**config.mk**
```make
export PLATFORM = sky130hd
export DESIGN_NAME = cpu_pipe_ctrl
export DESIGN_NICKNAME = d
export VERILOG_FILES = /design/src/rtl/cpu_pipe_ctrl.sv
export SDC_FILE = /design/constraint.sdc
export NUM_CORES = 1
export LEC_CHECK = 0
export ABC_AREA = 1
export BUFFER_PORTS_ARGS = -buffer_cell sky130_fd_sc_hd__buf_4
export CAP_MARGIN = 5
export CORE_MARGIN = 5
export CORE_UTILIZATION = 50
export CTS_CLUSTER_SIZE = 16
export DETAILED_ROUTE_END_ITERATION = 6
export HOLD_SLACK_MARGIN = 0.12
export PLACE_DENSITY = 0.86
export SLEW_MARGIN = 25
export SYNTH_ARGS = -nofsm -noshare
export SYNTH_HDL_FRONTEND = slang
export SYNTH_SLANG_ARGS = --single-unit
```
**constraint.sdc**
```tcl
create_clock -name clk -period 7.12 [get_ports clk]
set_input_delay 1.78 -clock clk [delete_from_list [all_inputs] [get_ports clk]]
set_output_delay 1.78 -clock clk [all_outputs]
set_load 0.03 [all_outputs]
```
**src/rtl/cpu_pipe_ctrl.sv**
```systemverilog
// cpu_pipe_ctrl: stall/flush resolution, redirect tracking and stall-cycle counting for the 5-stage pipeline
module cpu_pipe_ctrl (
    input  logic        clk,
    input  logic        rst,
    input  logic        stall_req_if,
    input  logic        stall_req_id,
    input  logic        stall_req_ex,
    input  logic        stall_req_mem,
    input  logic        except_valid,
    input  logic [31:0] except_pc,
    input  logic        branch_valid,
    input  logic [31:0] branch_target,
    output logic [4:0]  stall,
    output logic [4:0]  flush,
    output logic        redirect_valid,
    output logic [31:0] redirect_pc,
    output logic [31:0] stall_cycles
);
    localparam logic IDLE = 1'b0;
    localparam logic PEND = 1'b1;
    logic       state;
    logic       pend;
    logic       down_req;
    logic       branch_acc;
    logic [4:0] stall_base;
    logic [4:0] flush_base;
    always_comb begin
        pend       = state == PEND;
        down_req   = stall_req_id | stall_req_ex | stall_req_mem;
        branch_acc = branch_valid && !pend && !down_req;
        stall_base = {1'b0, stall_req_mem, stall_req_ex | stall_req_mem, down_req, down_req | stall_req_if};
        flush_base = {stall_req_mem, stall_req_ex & !stall_req_mem, stall_req_id & !(stall_req_ex | stall_req_mem),
                      stall_req_if & !down_req, 1'b0};
        redirect_valid = !rst && pend && !stall_req_if;
        stall = (rst || except_valid) ? 5'b00000 : stall_base;
        flush = rst ? 5'b11111 : except_valid ? 5'b11110 : flush_base | {3'b000, pend, 1'b0};
    end
    always_ff @(posedge clk) begin
        if (rst) begin
            state        <= IDLE;
            redirect_pc  <= 32'h0;
            stall_cycles <= 32'h0;
        end else begin
            if (except_valid) begin
                state       <= PEND;
                redirect_pc <= except_pc;
            end else if (branch_acc) begin
                state       <= PEND;
                redirect_pc <= branch_target;
            end else if (redirect_valid) begin
                state <= IDLE;
            end
            stall_cycles <= stall_cycles + {31'h0, stall[0]};
        end
    end
endmodule

```
==> key figures <==
Die
  – CORE AREA: 7140 µm²
  – Cell row count: 31
  – Die area: around 9000 µm²
  – Die Width: about 95 µm
  – I/O pins: between 100 and 150
  – Initial core utilization: 0.504
  – Chip height: 94.8 µm

Synth
  – Post-synth top area share: 0.362
  – Synth Cell Area: approximately 3600 µm²
  – Sequential element share of the synthesized area: 0.362
  – Post-Synth XOR/XNOR Area: 0.0122
  – Synth area leader: dfxtp_1
  – YS warnings: 0
  – Simple-Gate Fraction of Synth Area: 0.508
  – Syn_area_per_cell: 6.47 µm²
  – Largest family of logic cells by synthesized area: simple AND/OR/NAND/NOR gates
  – Synthesized flop and latch total: between 60 and 70
  – Post-Syn Instances: between 500 and 600
  – Synth area leaders: dfxtp_1 36%, nand2_1 20%, nor2_1 14%, nand3b_1 6.7%, a21oi_1 2.8%
  – EDFF count, synth: 0
  – Async S/R FF share, synth: 0
  – Synth Area in Adders: 0.0104
  – Count of cell types in the netlist: 34
  – Syn_nets: 631
  – Fraction of synthesized area in multiplexers: 0
  – Synth Flop Type: dfxtp_1
  – Compound-gate portion of the synthesized area: 0.0456

CTS
  – Post-CTS sizing: 0
  – TritonCTS clock tree: yes
  – Clock tree buffer depth: 2
  – H-tree levels: 3
  – Hold_buf cts: 0
  – CTS buffer count: 9
  – Post-CTS Setup Inserts: 0
  – Clock Sinks: 65
  – Worst-Skew Late Latency: 340 ps
  – Root Buffer: clkbuf_8
  – Clk slew on worst S/H paths: ~70 ps

Cells and area
  – Area Overhead vs Synth: 35.5%
  – Non-filler instance count after layout: approximately 800
  – Antenna cells: 0
  – Nets: 763
  – Share of cells above drive strength 1: 0.270
  – Filler Cell Count: 631
  – Final non-filler cell area: between 4000 and 5000 µm²
  – Finished Core Util: 0.683

Setup path
  – WP data arrival: 3030 ps
  – Worst Setup SP: except_valid
  – Setup crit start kind: input pin
  – Worst Setup EP: stall[0]
  – Reg-to-reg critical path endpoint: stall_cycles[20]
  – Critical path class: input pin to primary output
  – Reg2Reg Setup Slack: 5510 ps
  – Critical path required time: between 5000 and 6000 ps
  – Max FO, Critical Path: 35
  – Reg2reg start: stall_cycles[0]
  – Worst R2R Path Depth: 9
  – Crit end category: primary output

STA
  – Max frequency: 208 MHz
  – Max-slew violation count: 0
  – Worst Tran Pin Value: 865 ps
  – Tcrit/Tclk final: 0.675
  – Min Tclk post-route: a little under 5000 ps
  – RSZ-0062 raised after global routing: false
  – Endpoints failing setup: 0
  – Skew final: 4.19 ps
  – Endpoints failing hold: 0
  – Setup TNS: 0 ps
  – Rel. slew slack: 0.423

Placed design
  – HPWL Detailed: 7.48 mm
  – Placed cell area: around 4700 µm²
  – Post-Place Cells: 776
  – Final Wtd Congestion: slightly above 0.9
  – PortBufs: 145

Power
  – Pleak: 2.37 nW
  – Worst VDD drop: ~100 µV
  – Power Dens Cells: 180 nW/µm²

Route
  – Drt pass-1 iters: 4
  – Routed WL per cell: 12.4 µm
  – WL final: 9.80 mm
  – Vias per inst: 4.87
  – Final ANT Viol Nets: 0
  – DRC violations left: 0
  – Detailed Route Iter0 Violations: 146
  – Routed via count: between 3000 and 4000

Global routing
  – Via count of the first global-routing pass: 3592
  – Initial antenna violation count: 0
  – First-pass GRT wire length: 16.0 mm
  – GRT Overall Usage: 0.223
  – GRT overflow: 0
  – Pin count of the biggest net entering global routing: 65

Worst hold path
  – Worst hold path class: register to register

Flow run
  – Max_cap viols: 0

Run status
  – Outcome: complete, no violations
worst min path at each step:
stage / startpoint / end / slack, ps / cells after the start
final: pend / pend / 470 / 2
after floorplan: pend / pend / 440 / 2
after CTS: pend / pend / 470 / 2
after global placement: pend / pend / 450 / 2
after global routing: pend / pend / 510 / 2
after detailed placement: pend / pend / 460 / 2
Yosys cell counts (5+ instances only):
| cell type | count |
|---|---|
| nand2_1 | 196 |
| nor2_1 | 132 |
| dfxtp_1 | 65 |
| nand3b_1 | 32 |
| a21oi_1 | 20 |
| inv_1 | 17 |
| nand3_1 | 17 |
| buf_2 | 12 |
| clkbuf_1 | 7 |
| nand2_2 | 7 |
| nor2_4 | 7 |
| nor2_2 | 5 |
routing by layer:
| metal | track usage | share of wire | routed length (µm) |
|---|---|---|---|
| met5 | 0 | 0 | 0 |
| met4 | 0.0925 | 0.024 | 235 |
| met3 | 0.0829 | 0.099 | 972 |
| met2 | 0.361 | 0.48 | 4680 |
| met1 | 0.267 | 0.40 | 3920 |
layout make-up:
type	count	area [µm²]	area share
inverter	21	80.1	0.0164
multi-input combinational	445	2080	0.426
sequential	65	1300	0.267
timing repair buffer	146	1100	0.225
clock buffer	12	155	0.0318
clock inverter	3	40.0	0.00822
tap	99	124	0.0254
power by group:
group	internal [mW]	switching [mW]	leakage, nW
Combinational	0.0750	0.0996	1.73
Sequential	0.379	0.00828	0.532
Clock	0.178	0.137	0.102
Total	0.632	0.245	2.37
critical path, cell delays in order:
cell and delay, ps:
buf_4 230, nor2_1 260, inv_1 140, o21ai_0 370, buf_4 240
logic make-up (layout without fill, tap and decap cells):
logic type / after synthesis / after routing
AO/OA/AOI/OAI: 28 / 28
XOR/XNOR: 5 / 5
adder cells (fa/ha/maj): 3 / 3
buffers and inverters: 46 / 182
flip-flops: 65 / 65
other: 1 / 1
AND/OR/NAND/NOR: 408 / 408
layout by cell type, fill, tap and decap left out, drive strengths merged:
cell type	netlist	routed
nand2	204	204
buf	18	146
nor2	146	146
dfxtp	65	65
nand3b	32	32
a21oi	20	20
inv	20	19
nand3	18	18
clkbuf	7	12
o21ai	4	4
clkinv	1	4
and2	3	3
xor2	3	3
ha	3	3
nor3	2	2
xnor2	2	2
o21a	2	2
nor3b	1	1
a21o	1	1
or2	1	1
and3	1	1
a31oi	1	1
conb	1	1
bufinv	0	1
sequential cells by signal (all words and copies together) (netlist names):
name          count
redirect_pc      32
stall_cycles     32
pend              1
per-stage QoR:
stage | hold WS, ps | power [mW] | setup slack, ps
finish | 469 | 0.878 | 2310
global route | 512 | 0.918 | 2040
CTS | 474 | 0.883 | 2300
detailed placement | 464 | 0.571 | 2290
global placement | 451 | 0.567 | 2420
floorplan | 436 | 0.500 | 2250
Note: power is estimated with default switching activity, not from simulation.
